### config.mk
export PLATFORM = sky130hd
export DESIGN_NAME = reg_dump_reader
export DESIGN_NICKNAME = d
export VERILOG_FILES = /design/src/rtl/reg_dump_reader_pkg.sv /design/src/rtl/dump_out_reg.sv /design/src/rtl/reg_dump_reader.sv
export SDC_FILE = /design/constraint.sdc
export NUM_CORES = 1
export LEC_CHECK = 0
export BUFFER_PORTS_ARGS = -buffer_cell sky130_fd_sc_hd__buf_4
export CAP_MARGIN = 30
export CORE_AREA = 2 2 74 76
export CTS_BUF_LIST = sky130_fd_sc_hd__clkbuf_4 sky130_fd_sc_hd__clkbuf_8 sky130_fd_sc_hd__clkbuf_16
export DETAILED_ROUTE_END_ITERATION = 8
export DIE_AREA = 0 0 76 78
export PLACE_DENSITY = 0.79
export SLEW_MARGIN = 20
export SYNTH_ARGS = -nofsm -noshare
export SYNTH_HDL_FRONTEND = slang
export SYNTH_SLANG_ARGS = --single-unit
### constraint.sdc
create_clock -name i_clk -period 6.2 [get_ports i_clk]
set_clock_uncertainty 0.15 [all_clocks]
set_input_delay 0.93 -clock i_clk [delete_from_list [all_inputs] [get_ports i_clk]]
set_output_delay 0.93 -clock i_clk [all_outputs]
set_load 0.005 [all_outputs]
### src/rtl/reg_dump_reader_pkg.sv
// Shared widths, dump FSM state encoding and the address-range word count.
// Latency: n/a (declarations only).
// Backpressure: n/a.
package reg_dump_reader_pkg;

  // Register-file geometry, shared with the writeback path.
  localparam int ADDR_W = 5;
  localparam int DATA_W = 32;
  // Must hold 1..2^ADDR_W, hence one extra bit.
  localparam int CNT_W  = ADDR_W + 1;

  typedef enum logic [1:0] {
    ST_IDLE  = 2'd0,
    ST_RUN   = 2'd1,
    ST_DRAIN = 2'd2
  } state_t;

  // Number of words in the inclusive range first..last.
  // The range wraps through the top of the address space.
  // first == last + 1 yields the full 2^ADDR_W words.
  function automatic logic [CNT_W-1:0] range_count(
    input logic [ADDR_W-1:0] first,
    input logic [ADDR_W-1:0] last
  );
    logic [ADDR_W-1:0] span;
    span = last - first;
    return {1'b0, span} + CNT_W'(1);
  endfunction

endpackage

### src/rtl/dump_out_reg.sv
// Single-entry output register for dump words: holds data, address and the last flag.
// Latency: a loaded word is visible on the cycle after the load edge.
// Backpressure: the word holds while o_valid && !i_ready; a load is legal only when empty or draining.
//
// Ports:
//   i_clk, i_rst_n          clock, async active-low reset
//   i_clr                   drop the held word (abort); data/addr keep their last value
//   i_load                  capture i_data/i_addr/i_last and raise o_valid
//   i_data, i_addr, i_last  word to capture
//   i_ready                 consumer accepts the held word when o_valid && i_ready
//   o_valid, o_data, o_addr, o_last  held word
module dump_out_reg #(
  parameter int DATA_W = 32,
  parameter int ADDR_W = 5
) (
  input  logic              i_clk,
  input  logic              i_rst_n,
  input  logic              i_clr,
  input  logic              i_load,
  input  logic [DATA_W-1:0] i_data,
  input  logic [ADDR_W-1:0] i_addr,
  input  logic              i_last,
  input  logic              i_ready,
  output logic              o_valid,
  output logic [DATA_W-1:0] o_data,
  output logic [ADDR_W-1:0] o_addr,
  output logic              o_last
);

  logic              r_valid;
  logic [DATA_W-1:0] r_data;
  logic [ADDR_W-1:0] r_addr;
  logic              r_last;

  always_ff @(posedge i_clk or negedge i_rst_n) begin
    if (!i_rst_n) begin
      r_valid <= 1'b0;
      r_data  <= '0;
      r_addr  <= '0;
      r_last  <= 1'b0;
    end else if (i_clr) begin
      r_valid <= 1'b0;
      r_last  <= 1'b0;
    end else if (i_load) begin
      r_valid <= 1'b1;
      r_data  <= i_data;
      r_addr  <= i_addr;
      r_last  <= i_last;
    end else if (r_valid && i_ready) begin
      // Accepted with nothing behind it: the entry empties.
      r_valid <= 1'b0;
      r_last  <= 1'b0;
    end
  end

  assign o_valid = r_valid;
  assign o_data  = r_data;
  assign o_addr  = r_addr;
  assign o_last  = r_last;

endmodule

### src/rtl/reg_dump_reader.sv
// Walks a wrapping register address range and streams each word out tagged with its address.
// Latency: first word is valid on the edge after the accepted start; 1 word/cycle with ready held high.
// Backpressure: valid/ready; the held word and the read pointer freeze while outReady is low.
//
// Ports:
//   i_clk, i_rst_n             clock, async active-low reset
//   i_start, i_abort           begin a dump (ignored while busy) / cancel back to idle
//   i_firstAddr, i_lastAddr    inclusive range, sampled on an accepted start
//   o_readAddress, i_readData  register-file read port (data is combinational)
//   o_outValid, i_outReady, o_outData, o_outAddr, o_outLast  output word stream
//   o_busy, o_holdWrites       dump in progress; writeback must stall while high
//   o_done                     one-cycle pulse after the final word's handshake
module reg_dump_reader #(
  parameter int ADDR_W = reg_dump_reader_pkg::ADDR_W,
  parameter int DATA_W = reg_dump_reader_pkg::DATA_W,
  parameter int CNT_W  = reg_dump_reader_pkg::CNT_W
) (
  input  logic              i_clk,
  input  logic              i_rst_n,
  input  logic              i_start,
  input  logic              i_abort,
  input  logic [ADDR_W-1:0] i_firstAddr,
  input  logic [ADDR_W-1:0] i_lastAddr,
  output logic [ADDR_W-1:0] o_readAddress,
  input  logic [DATA_W-1:0] i_readData,
  output logic              o_outValid,
  input  logic              i_outReady,
  output logic [DATA_W-1:0] o_outData,
  output logic [ADDR_W-1:0] o_outAddr,
  output logic              o_outLast,
  output logic              o_busy,
  output logic              o_holdWrites,
  output logic              o_done
);

  import reg_dump_reader_pkg::*;

  state_t            r_state;
  logic [ADDR_W-1:0] r_ptr;
  logic [CNT_W-1:0]  r_remaining;
  logic              r_busy;
  logic              r_done;

  state_t            w_state_nxt;
  logic [ADDR_W-1:0] w_ptr_nxt;
  logic [CNT_W-1:0]  w_remaining_nxt;
  logic              w_busy_nxt;
  logic              w_done_nxt;
  logic              w_load;
  logic              w_clr;
  logic              w_out_valid;

  always_ff @(posedge i_clk or negedge i_rst_n) begin
    if (!i_rst_n) begin
      r_state     <= ST_IDLE;
      r_ptr       <= '0;
      r_remaining <= '0;
      r_busy      <= 1'b0;
      r_done      <= 1'b0;
    end else begin
      r_state     <= w_state_nxt;
      r_ptr       <= w_ptr_nxt;
      r_remaining <= w_remaining_nxt;
      r_busy      <= w_busy_nxt;
      r_done      <= w_done_nxt;
    end
  end

  always_comb begin
    w_state_nxt     = r_state;
    w_ptr_nxt       = r_ptr;
    w_remaining_nxt = r_remaining;
    w_busy_nxt      = r_busy;
    w_done_nxt      = 1'b0;
    w_load          = 1'b0;
    w_clr           = 1'b0;
    if (i_abort) begin
      // Abort wins over start and handshake; the pointer is left where it was.
      w_clr           = 1'b1;
      w_state_nxt     = ST_IDLE;
      w_remaining_nxt = '0;
      w_busy_nxt      = 1'b0;
    end else begin
      case (r_state)
        ST_IDLE: begin
          if (i_start) begin
            w_ptr_nxt       = i_firstAddr;
            w_remaining_nxt = range_count(i_firstAddr, i_lastAddr);
            w_busy_nxt      = 1'b1;
            w_state_nxt     = ST_RUN;
          end
        end
        ST_RUN: begin
          // Capture into an empty slot, or into one being emptied this edge.
          if ((!w_out_valid || i_outReady) && (r_remaining != '0)) begin
            w_load          = 1'b1;
            w_ptr_nxt       = r_ptr + ADDR_W'(1);
            w_remaining_nxt = r_remaining - CNT_W'(1);
            if (r_remaining == CNT_W'(1)) begin
              w_state_nxt = ST_DRAIN;
            end
          end
        end
        ST_DRAIN: begin
          // Start is not looked at here, so one arriving with the final handshake is dropped.
          if (w_out_valid && i_outReady) begin
            w_busy_nxt  = 1'b0;
            w_done_nxt  = 1'b1;
            w_state_nxt = ST_IDLE;
          end
        end
        default: begin
          w_state_nxt = ST_IDLE;
        end
      endcase
    end
  end

  dump_out_reg #(
    .DATA_W (DATA_W),
    .ADDR_W (ADDR_W)
  ) u_out_reg (
    .i_clk   (i_clk),
    .i_rst_n (i_rst_n),
    .i_clr   (w_clr),
    .i_load  (w_load),
    .i_data  (i_readData),
    .i_addr  (r_ptr),
    .i_last  (r_remaining == CNT_W'(1)),
    .i_ready (i_outReady),
    .o_valid (w_out_valid),
    .o_data  (o_outData),
    .o_addr  (o_outAddr),
    .o_last  (o_outLast)
  );

  assign o_readAddress = r_ptr;
  assign o_outValid    = w_out_valid;
  assign o_busy        = r_busy;
  assign o_holdWrites  = r_busy;
  assign o_done        = r_done;

endmodule

Word-level counts from Yosys, hierarchy flattened
Cells that the tools add are included.

storage, ports and cells
  register bits after elaboration = 54
  word-level logic and storage cells = 67

cells by class
  bitwise operators = 2
  reduce and logical (&&, ||, !) cells = 15
  eq/ne operators = 9
  add/subtract/negate cells = 4
  muxes and demuxes = 28

operators with widths
  kind                 count
  $mux 6               3
  $mux 1               14
  $pmux 6 s2           1
  $mux 2               5
  $mux 5               2
  $pmux 5 s2           1
  $ne 3x3->1 const B   3
  $reduce_bool 3->1    3
  $reduce_and 4->1     2
  $add 5x1->6 const B  1
  $eq 6x1->1 const B   1
  $pmux 2 s3           1
  $reduce_and 3->1     2
  $reduce_bool 6->1    1
  $sub 6x1->6 const B  1
  $add 5x1->5 const B  1
  $sub 5x5->5          1
  $ne 2x2->1 const B   2
  $ne 3x2->1 const B   1
  $eq 2x1->1 const B   1
  $eq 2x2->1 const B   1
  $logic_and 1x1->1    2
  $logic_not 2->1      1
  $not 1->1            2
  other kinds (5)      5

Logic depth before layout (Yosys ltp)
Gate-level depths: netlist of run 1.

  depth in word-level cells = 8
  mapped depth = 9
  mapped depth without buffers = 9

Modules after synthesis
A second synthesis of run 1 with hierarchy kept.

second synthesis, totals
  cell total of the unflattened synthesis = 223
  area total of the unflattened synthesis = 2801.4 um^2

by module, submodules not included
  module           times used  sequential area each (um^2)  area each (um^2)  cells each
  dump_out_reg     1           975.9                        1631.6            88
  reg_dump_reader  1           375.4                        1169.9            135

Least setup slack after synthesis of run 1
No wires, ideal clock.

  path type = input-to-reg
  start point = input i_lastAddr[0]
  end point = register r_remaining[3]
  setup time = 126 ps
  buffers on the path = 0
  path slack = 3612 ps
  data required time = 5924 ps
  data arrival time = 2312 ps
  stages on the path = 8
  cell sequence = inv_1 -> ha_1 -> inv_1 -> fa_1 -> xor2_1 -> nand3_1 -> xnor2_1 -> a221o_1

between the ends
  cells in the longest elaborated chain, start to end = 5

ends and longest elaborated chain
  element               RTL line                   text
  from (decl)           reg_dump_reader.sv:23      input logic [ADDR_W-1:0] i_lastAddr,
  $sub 5x5->5           reg_dump_reader_pkg.sv:26  span = last - first;
  $add 5x1->6           reg_dump_reader_pkg.sv:27  return {1'b0, span} + CNT_W'(1);
  $mux 6                reg_dump_reader.sv:86      if (i_start) begin
  $pmux 6 s2            reg_dump_reader.sv:84      case (r_state)
  $mux 6                reg_dump_reader.sv:77      if (i_abort) begin
  to (signal assigned)  reg_dump_reader.sv:63      r_remaining <= w_remaining_nxt;
  to (decl)             reg_dump_reader.sv:40      logic [CNT_W-1:0] r_remaining;

Every way passes these cells. The select of a mux whose other input is x is not followed.
A chain may end at the register's enable or synchronous reset.

Worst setup path in the final report of run 1
  start point = input i_abort
  end point = register r_ptr[2], in the netlist o_readAddress[2]

between the ends
  cells in the longest elaborated chain, start to end = 2

ends and longest elaborated chain
  element                     RTL line               text
  from (decl)                 reg_dump_reader.sv:21  input logic i_abort,
  $not 1->1 (no line)         --
  $reduce_and 4->1 (no line)  --
  to (signal assigned)        reg_dump_reader.sv:62  r_ptr <= w_ptr_nxt;
  to (decl)                   reg_dump_reader.sv:39  logic [ADDR_W-1:0] r_ptr;

Every way passes these cells.

==> results.txt, run 1 <==
count of hold-fix buffers inserted at cts - 0
switching share of power - 0.334
placed cell areas - 3370 um2
DRC viols - 0
top cell family by delay on the critical path - buffers and inverters
Placed Cells - 376
portion of total power attributed to sequential cells - 0.395
Syn Inst Count - 222
maximum vdd ir drop - 0.247 mV
worst min-delay path class - flop to flop
via-per-instance ratio - 5.30
WL final - 5660 um
vias post-DR - 2041
number of top-level pins - 94
routability congestion estimate from global placement - 0.835
final worst path period need - 2860 ps
Synth top area share - 0.508
critical-path maximum fanout - 24
buffers inserted during post-CTS setup optimization - 0
number of nets with antenna violations after detailed routing - 0
list of cells traversed by the critical path - buf_4, or3b_4, a211oi_4, buf_6, buf_4, nor2_2, o21ai_0, o21ai_0
total of cells resized after clock tree synthesis - 0
Placement Rows - 26
Antenna Diode Count - 0
die extent in x - 76 um
synthesis-stage register bit count - 54
Setup TNS - 0 ps
crit path DAT - 2880 ps
part of the power in combinational logic - 0.458
vias in the first global route - 1932
number of flops mapped to enable cells by yosys - 0
number of failing setup endpoints in the final timing report - 0
pin count of the biggest net entering global routing - 55
aggregate global routing overflow - 0
unrepaired setup endpoints after global routing - no
iteration count of the initial detailed-routing pass - 4
total power per unit cell area - 463 nW/um2
post-route cell area - 3490 um2
WP depth - 8
WS Path Type - input port to flop
CP max-delay cell - sky130_fd_sc_hd__or3b_4
transition time at the pin with the least slew margin - 687 ps
Port-buffer cells - 93
number of cells on the worst reg-to-reg path - 7
die area - 5930 um2
number of buffer and inverter stages on the critical path - 3
max-cap viol count - 0
Post-Synthesis Mean Instance Area - 12.0 um2
number of DRC markers in iteration 0 - 98
static leakage power - 1.66 nW
fraction of final layout cells sized beyond drive strength 1 - 0.463
Slew Limit Headroom - 0.541
syn_nets - 279
overall global routing resource usage - 0.195
area growth from synthesis to final layout - 31.1%
number of buffers on the longest clock path - 2
Pins Over Slew Limit - 0
core box area - 5040 um2
Detailed Place HPWL - 4160 um
critical path data required time - 6220 ps
sequential area share after synthesis - 0.508
TritonCTS clock tree - done
smallest hold slack - 363 ps
non-filler instance count after layout - 385
Die Height - 78 um
wire length of the first global-routing pass - 9340 um
Yosys warning total - 0
Hold Fails Final Rpt - 0
number of antenna violations at the first check in global routing - 0
ratio of final minimum period to clock period - 0.461
clock transition time at the flip-flop clock pins of the worst setup and hold paths - 90 ps
main area contributors after synthesis - sky130_fd_sc_hd__dfrtp_1, sky130_fd_sc_hd__mux2_2, sky130_fd_sc_hd__ha_1, sky130_fd_sc_hd__a21oi_1, sky130_fd_sc_hd__buf_6
clock latency on the worst-skew pair - 300 ps
TritonCTS Sinks - 54
Initial Utilization - 0.528
Int Pwr - 1.08 mW
summed instance area of the synthesized netlist - 2660 um2
peak clock frequency supported by timing - 350 MHz
post-synthesis cell type with the largest combined area - sky130_fd_sc_hd__dfrtp_1
dominant register cell in the synthesized netlist - sky130_fd_sc_hd__dfrtp_1
Max stage delay on crit path - 390 ps
Nets - 371
post-detailed-route wirelength per cell - 14.7 um
net switching component of the power - 541 uW
Inserted Clock Buffers - 5
CTS H-tree lvls - 2
clock root buffer - sky130_fd_sc_hd__clkbuf_8
clock network power share - 0.147
asr flop ratio synth - 1.00
Cell variety after synth - 45
outcome - complete, no violations
category of the worst setup path capture point - flop
category of the worst setup path launch point - input port
number of cells traversed by the worst hold path - 1
[layer usage]
metal  GRT usage  up-vias  part of all wire  routed length, um
met4      0.0455        0            0.0071                 40
met1       0.268      979              0.44               2500
met5           0        -                 0                  0
met3      0.0535        4             0.073                411
li1            -      966                 -                  -
met2       0.311       92              0.48               2710
[state kept, by name, summed over array words and instances (netlist names)]
name	cells
o_busy	1
o_done	1
o_readAddress	5
r_remaining	6
r_state	2
u_out_reg.o_addr	5
u_out_reg.o_data	32
u_out_reg.o_last	1
u_out_reg.o_valid	1
[path summary, 6_finish.rpt]
check	slack (ps)	end	from
min reg2reg	360	u_out_reg.o_data[5]	u_out_reg.o_data[5]
max reg2reg	3530	o_readAddress[2]	r_state[0]
min in group asynchronous	500	r_state[1]	i_rst_n
min	360	u_out_reg.o_data[5]	u_out_reg.o_data[5]
max in group asynchronous	4960	u_out_reg.o_addr[1]	i_rst_n
max	3340	o_readAddress[2]	i_abort
[worst register-to-register path, stage by stage, from the launching register on]
cell and delay, ps:
sky130_fd_sc_hd__dfrtp_1 540, sky130_fd_sc_hd__or3b_4 450, sky130_fd_sc_hd__a211oi_4 320, sky130_fd_sc_hd__buf_6 240, sky130_fd_sc_hd__buf_4 330, sky130_fd_sc_hd__nor2_2 190, sky130_fd_sc_hd__o21ai_0 210, sky130_fd_sc_hd__o21ai_0 100
[through the flow]
stage	setup slack (ps)	total power [mW]	utilization
3_3_place_gp	2740	1.36	0.667
4_1_cts	3000	1.62	0.690
6_report	3340	1.62	0.692
5_1_grt	3170	1.73	0.692
3_5_place_dp	2680	1.38	0.667
2_1_floorplan	3610	1.07	-
[synthesized netlist by cell type, drive strengths merged (2+ instances only)]
library cell,n
a211oi,3
a21boi,2
a21o,2
a21oi,15
and2,2
buf,8
clkbuf,2
dfrtp,54
ha,9
inv,12
mux2,37
nand2,7
nand3,7
nand3b,3
nor2,11
nor2b,5
nor3,2
nor3b,3
o21ai,13
xnor2,4
xor2,2
[cell usage in the layout, fill, tap and decap left out, drive strengths merged, types with 2 or more instances in the layout]
cell type  instances
a211oi             3
a21boi             2
a21o               2
a21oi             15
and2               2
buf               95
clkbuf             7
dfrtp             54
ha                 9
inv               12
mux2              37
nand2              7
nand3              7
nand3b             3
nor2              11
nor2b              5
nor3               2
nor3b              3
o21ai             13
xnor2              4
xor2               2
[logic make-up after synthesis]
| group | after synthesis | synth area share |
|---|---|---|
| flops | 54 | 0.508 |
| simple gates | 49 | 0.109 |
| compound gates | 43 | 0.103 |
| mux | 38 | 0.160 |
| buf+inv | 22 | 0.0507 |
| fa+ha+maj | 10 | 0.0498 |
| xor+xnor | 6 | 0.0197 |
[final cells by class]
type                            instances  area (um2)
Fill cell                             389        1550
Sequential cell                        54        1350
Multi-Input combinational cell        146        1180
Timing Repair Buffer                   95         717
Tap cell                               70        87.6
Clock buffer                            7        83.8
Inverter                               12        45.0
Clock inverter                          1        30.0
[power groups by stage]
stage               clock, mW  combinational (mW)  sequential [mW]
finish                  0.237               0.741            0.639
global route            0.258               0.809            0.663
CTS                     0.240               0.742            0.639
detailed placement          0               0.737            0.644
global placement            0               0.719            0.639
floorplan                   0               0.439            0.627
No activity file was read; power rests on OpenSTA's default activity.
==> inputs of run 2 (changes only) <==
--- a/config.mk
+++ b/config.mk
@@ -5,13 +5,14 @@
 export SDC_FILE = /design/constraint.sdc
 export NUM_CORES = 1
 export LEC_CHECK = 0
+export ABC_AREA = 1
 export BUFFER_PORTS_ARGS = -buffer_cell sky130_fd_sc_hd__buf_4
 export CAP_MARGIN = 30
-export CORE_AREA = 2 2 74 76
+export CORE_AREA = 2 2 82 84
 export CTS_BUF_LIST = sky130_fd_sc_hd__clkbuf_4 sky130_fd_sc_hd__clkbuf_8 sky130_fd_sc_hd__clkbuf_16
 export DETAILED_ROUTE_END_ITERATION = 8
-export DIE_AREA = 0 0 76 78
-export PLACE_DENSITY = 0.79
+export DIE_AREA = 0 0 84 86
+export PLACE_DENSITY = 0.71
 export SLEW_MARGIN = 20
 export SYNTH_ARGS = -nofsm -noshare
 export SYNTH_HDL_FRONTEND = slang
==> constraint.sdc (replaced) <==
create_clock -name i_clk -period 2.5 [get_ports i_clk]
set_clock_uncertainty 0.15 [all_clocks]
set_input_delay 0.375 -clock i_clk [delete_from_list [all_inputs] [get_ports i_clk]]
set_output_delay 0.375 -clock i_clk [all_outputs]
set_load 0.005 [all_outputs]
==> results.txt, run 2 <==
top cell family by delay on the critical path - simple AND/OR/NAND/NOR gates
syn_nets - 334
fraction of final layout cells sized beyond drive strength 1 - 0.390
Placement Rows - 29
multi-input logic area - 1290 um2
number of buffers on the longest clock path - 2
Nets - 429
placed cell areas - 3570 um2
Port-buffer cells - 93
iteration count of the initial detailed-routing pass - 4
overall global routing resource usage - 0.174
maximum vdd ir drop - 0.587 mV
Die Height - 86 um
Antenna Diode Count - 0
vias post-DR - 2167
TritonCTS clock tree - done
portion of total power attributed to sequential cells - 0.385
crit path DAT - 2020 ps
worst min-delay path class - input port to flop
Post-Synthesis Mean Instance Area - 10.2 um2
post-synthesis cell type with the largest combined area - sky130_fd_sc_hd__dfrtp_1
summed instance area of the synthesized netlist - 2810 um2
Synth top area share - 0.480
asr flop ratio synth - 1.00
part of the power in combinational logic - 0.498
Syn Inst Count - 277
TritonCTS Sinks - 54
final worst path period need - 1990 ps
CTS H-tree lvls - 2
main area contributors after synthesis - sky130_fd_sc_hd__dfrtp_1, sky130_fd_sc_hd__mux2_4, sky130_fd_sc_hd__nand2_1, sky130_fd_sc_hd__ha_1, sky130_fd_sc_hd__inv_1
post-route cell area - 3660 um2
list of cells traversed by the critical path - inv_2, nand2_2, nor2_4, nand3_4, buf_12, mux2_4
Pins Over Slew Limit - 0
transition time at the pin with the least slew margin - 677 ps
Core Util, Final - 0.583
number of buffer and inverter stages on the critical path - 2
Max stage delay on crit path - 400 ps
clock network power share - 0.117
aggregate global routing overflow - 0
number of antenna violations at the first check in global routing - 0
outcome - complete, no violations
wire length of the first global-routing pass - 10100 um
Inserted Clock Buffers - 5
Seq. cell area - 1350 um2
Int Pwr - 2.64 mW
ratio of final minimum period to clock period - 0.794
buffers inserted during post-CTS setup optimization - 0
Slew Limit Headroom - 0.549
pin count of the biggest net entering global routing - 55
sequential area share after synthesis - 0.480
top cells by count, synth - sky130_fd_sc_hd__nand2_1, sky130_fd_sc_hd__dfrtp_1, sky130_fd_sc_hd__mux2_4, sky130_fd_sc_hd__inv_1, sky130_fd_sc_hd__o21ai_0
unrepaired setup endpoints after global routing - no
post-detailed-route wirelength per cell - 13.3 um
count leader, synth - sky130_fd_sc_hd__nand2_1
area growth from synthesis to final layout - 30.1%
Setup TNS - 0 ps
number of flops mapped to enable cells by yosys - 0
Yosys warning total - 0
category of the worst setup path capture point - flop
number of DRC markers in iteration 0 - 45
r2r setup slk - 510 ps
max-cap viol count - 0
WL final - 5970 um
clock root buffer - sky130_fd_sc_hd__clkbuf_8
Initial Utilization - 0.448
CP max-delay cell - sky130_fd_sc_hd__dfrtp_1
top library cells by usage in the layout, fill and taps aside - sky130_fd_sc_hd__buf_4, sky130_fd_sc_hd__nand2_1, sky130_fd_sc_hd__dfrtp_1
number of failing setup endpoints in the final timing report - 0
DRC viols - 0
Hold Fails Final Rpt - 0
clock transition time at the flip-flop clock pins of the worst setup and hold paths - 90 ps
most frequent standard cell in the layout excluding fill and tap cells - sky130_fd_sc_hd__buf_4
WS Path Type - flop to flop
Detailed Place HPWL - 4420 um
switching share of power - 0.346
die extent in x - 84 um
static leakage power - 2.00 nW
clock latency on the worst-skew pair - 300 ps
synthesis-stage register bit count - 54
number of flip-flops under the largest register name - 32
dominant register cell in the synthesized netlist - sky130_fd_sc_hd__dfrtp_1
number of nets with antenna violations after detailed routing - 0
number of top-level pins - 94
via-per-instance ratio - 4.83
total power per unit cell area - 1100 nW/um2
critical-path maximum fanout - 31
die area - 7220 um2
Cell variety after synth - 29
category of the worst setup path launch point - flop
net switching component of the power - 1.40 mW
number of filler cells placed in the layout - 544
routability congestion estimate from global placement - 0.821
peak clock frequency supported by timing - 504 MHz
vias in the first global route - 2064
core box area - 6280 um2
critical path data required time - 2540 ps
[run 2: cell types whose count changed in the layout (fill, tap and decap cells not counted), sizes merged, moves of 4 or more]
cell	change
a21oi	-9
inv	+18
mux2	-4
nand2	+62
nand3	+12
nor2	+4
nor2b	-5
o21ai	+9
xnor2	-4
[run 2: cell families (layout without fill, tap and decap cells)]
logic type | count (synthesis) | count (layout) | share of synthesized area
AOI/OAI and AO/OA | 30 | 30 | 0.0574
adders and majority gates | 10 | 10 | 0.0471
xor gates and xnor gates | 2 | 2 | 0.00623
buffers and inverters | 37 | 132 | 0.0614
and+or+nand+nor | 111 | 111 | 0.177
DFF | 54 | 54 | 0.480
muxes | 33 | 33 | 0.171
[run 2: what timing repair did]
action | in CTS | in global routing
endpoints found under the hold margin | 54 | 0
gates resized for setup | 0 | 0
hold buffers | 1 | 0
[run 2: path summary, 6_finish.rpt]
kind | start | to | depth (start not counted)
max | r_state[1] | u_out_reg.o_data[28] | 6
min | i_readData[17] | u_out_reg.o_data[17] | 2
max reg2reg | r_state[1] | u_out_reg.o_data[28] | 6
min reg2reg | r_remaining[1] | r_remaining[1] | 2
max in group asynchronous | i_rst_n | r_remaining[2] | 2
min in group asynchronous | i_rst_n | u_out_reg.o_addr[4] | 2
[run 2: per-stage QoR]
step                hold slack [ps]  setup slack, ps  total power [mW]  cells
detailed placement              305              325              3.58    441
floorplan                     -70.6              544              2.75    277
global route                    139              411              4.36    449
CTS                             141              520              4.06    449
global placement                304              388              3.53    441
finish                          152              514              4.04    449
[run 2: power groups by stage]
| stage | logic, mW | clock network [mW] | registers, mW |
|---|---|---|---|
| after floorplan | 1.19 | 0 | 1.56 |
| after detailed placement | 2.01 | 0 | 1.57 |
| after global placement | 1.99 | 0 | 1.54 |
| after CTS | 2.03 | 0.482 | 1.55 |
| final | 2.01 | 0.470 | 1.55 |
| after global routing | 2.23 | 0.514 | 1.61 |
[run 2: final cells by class]
| type | instances | share of cell area |
|---|---|---|
| sequential | 54 | 0.369 |
| multi-input combinational | 186 | 0.352 |
| clock inverter | 1 | 0.00205 |
| tap | 77 | 0.0263 |
| timing repair buffer | 95 | 0.199 |
| clock buffer | 6 | 0.0208 |
| inverter | 30 | 0.0307 |
[run 2: per-layer routing]
layer / share of wire / GRT usage / vias to the layer above
met5: 0 / 0 / -
met4: 0.010 / 0.0440 / 0
met3: 0.062 / 0.0423 / 6
met2: 0.44 / 0.268 / 74
met1: 0.48 / 0.249 / 987
li1: - / - / 1100
==> inputs of run 3 (changes only) <==
==> constraint.sdc (replaced) <==
create_clock -name i_clk -period 1.67 [get_ports i_clk]
set_clock_uncertainty 0.15 [all_clocks]
set_input_delay 0.2505 -clock i_clk [delete_from_list [all_inputs] [get_ports i_clk]]
set_output_delay 0.2505 -clock i_clk [all_outputs]
set_load 0.005 [all_outputs]
==> results.txt, run 3 (synthesis results as in run 2) <==
outcome - complete, no violations
clock transition time at the flip-flop clock pins of the worst setup and hold paths - 100 ps
area growth from synthesis to final layout - 43.4%
number of buffers on the longest clock path - 2
category of the worst setup path capture point - flop
number of antenna violations at the first check in global routing - 0
TritonCTS clock tree - done
critical-path maximum fanout - 19
part of the power in combinational logic - 0.522
top cell family by delay on the critical path - flip-flops
number of flip-flops under the largest register name - 32
transition time at the pin with the least slew margin - 675 ps
ratio of final minimum period to clock period - 0.999
CP max-delay cell - sky130_fd_sc_hd__dfrtp_1
Slew Limit Headroom - 0.550
TritonCTS Sinks - 54
max-cap viol count - 0
list of cells traversed by the critical path - nand2_4, nor2_4, nand3_4, buf_12, mux2_4
smallest hold slack - 19.5 ps
iteration count of the initial detailed-routing pass - 4
clock root buffer - sky130_fd_sc_hd__clkbuf_8
post-detailed-route wirelength per cell - 13.6 um
DRC viols - 0
vias post-DR - 2309
total power per unit cell area - 1650 nW/um2
Nets - 453
number of top-level pins - 94
worst min-delay path class - input port to flop
final worst path period need - 1670 ps
launching point of the worst reg2reg path - r_state[0]
pin count of the biggest net entering global routing - 55
CTS H-tree lvls - 2
Antenna Diode Count - 0
number of failing setup endpoints in the final timing report - 0
Initial Utilization - 0.448
core box area - 6280 um2
number of buffer and inverter stages on the critical path - 1
critical path data required time - 1710 ps
category of the worst setup path launch point - flop
most frequent standard cell in the layout excluding fill and tap cells - sky130_fd_sc_hd__buf_4
clock latency on the worst-skew pair - 300 ps
Hold Fails Final Rpt - 0
Max stage delay on crit path - 470 ps
portion of total power attributed to sequential cells - 0.346
wire length of the first global-routing pass - 10400 um
Int Pwr - 4.44 mW
Inserted Clock Buffers - 5
number of nets with antenna violations after detailed routing - 0
Placement Rows - 29
die extent in x - 84 um
switching share of power - 0.333
overall global routing resource usage - 0.177
static leakage power - 2.17 nW
aggregate global routing overflow - 0
post-route cell area - 4040 um2
net switching component of the power - 2.22 mW
routability congestion estimate from global placement - 0.806
Die Height - 86 um
source of the worst hold timing path - i_readData[5]
WL final - 6430 um
die area - 7220 um2
clock network power share - 0.132
Pins Over Slew Limit - 0
Port-buffer cells - 93
top library cells by usage in the layout, fill and taps aside - sky130_fd_sc_hd__buf_4, sky130_fd_sc_hd__nand2_1, sky130_fd_sc_hd__dfrtp_1
placed cell areas - 3780 um2
vias in the first global route - 2253
maximum vdd ir drop - 0.954 mV
via-per-instance ratio - 4.87
fraction of final layout cells sized beyond drive strength 1 - 0.466
startpoint of the most critical setup path - r_state[0]
WS Path Type - flop to flop
peak clock frequency supported by timing - 600 MHz
unrepaired setup endpoints after global routing - yes
Detailed Place HPWL - 4820 um
crit path DAT - 1710 ps
number of DRC markers in iteration 0 - 57
==> run 3: repair_timing <==
action	4_1_cts	5_1_grt
setup endpoints to repair	1	42
buffers inserted	0	1
hold buffers	1	0
gates resized for setup	1	21
gates cloned	0	2
pin swaps	4	8
hold endpoints to repair	54	0
==> run 3: path summary, 6_finish.rpt <==
path	end	slack [ps]	cells past startpoint
worst max-delay path	u_out_reg.o_data[31]	2	5
worst min-delay path	u_out_reg.o_data[5]	20	2
worst max register to register	u_out_reg.o_data[31]	2	5
worst min register to register	r_remaining[1]	350	2
max in group asynchronous	o_done	550	2
min in group asynchronous	u_out_reg.o_data[10]	370	2
==> run 3: power groups by stage <==
stage / Sequential, mW / Combinational [mW] / Clock (mW)
finish: 2.31 / 3.47 / 0.879
global route: 2.37 / 3.81 / 0.957
CTS: 2.28 / 3.32 / 0.907
detailed placement: 2.31 / 3.29 / 0
global placement: 2.26 / 3.26 / 0
floorplan: 2.33 / 1.78 / 0
==> run 3: cell type report <==
| type | instances | area [um2] |
|---|---|---|
| fill | 492 | 2240 |
| multi-input combinational | 186 | 1370 |
| sequential | 54 | 1350 |
| timing repair buffer | 119 | 980 |
| inverter | 30 | 128 |
| tap | 77 | 96.3 |
| clock buffer | 6 | 76.3 |
| clock inverter | 2 | 37.5 |
==> run 3: metrics by stage <==
stage / setup WS (ps) / TNS, ps / util / total power, mW / instances
2_1_floorplan: -147 / -202 / - / 4.12 / 277
3_3_place_gp: -332 / -1300 / 0.602 / 5.52 / 462
3_5_place_dp: -368 / -1510 / 0.602 / 5.60 / 462
4_1_cts: 2.66 / 0 / 0.622 / 6.51 / 471
5_1_grt: -69.5 / -1170 / 0.643 / 7.14 / 474
6_report: 2.03 / 0 / 0.643 / 6.66 / 474
==> run 3: per-layer routing <==
metal  global-route usage  wire length (um)
met5                    0                 0
met4               0.0396                57
met3               0.0404               355
met2                0.298              3020
met1                0.234              2990
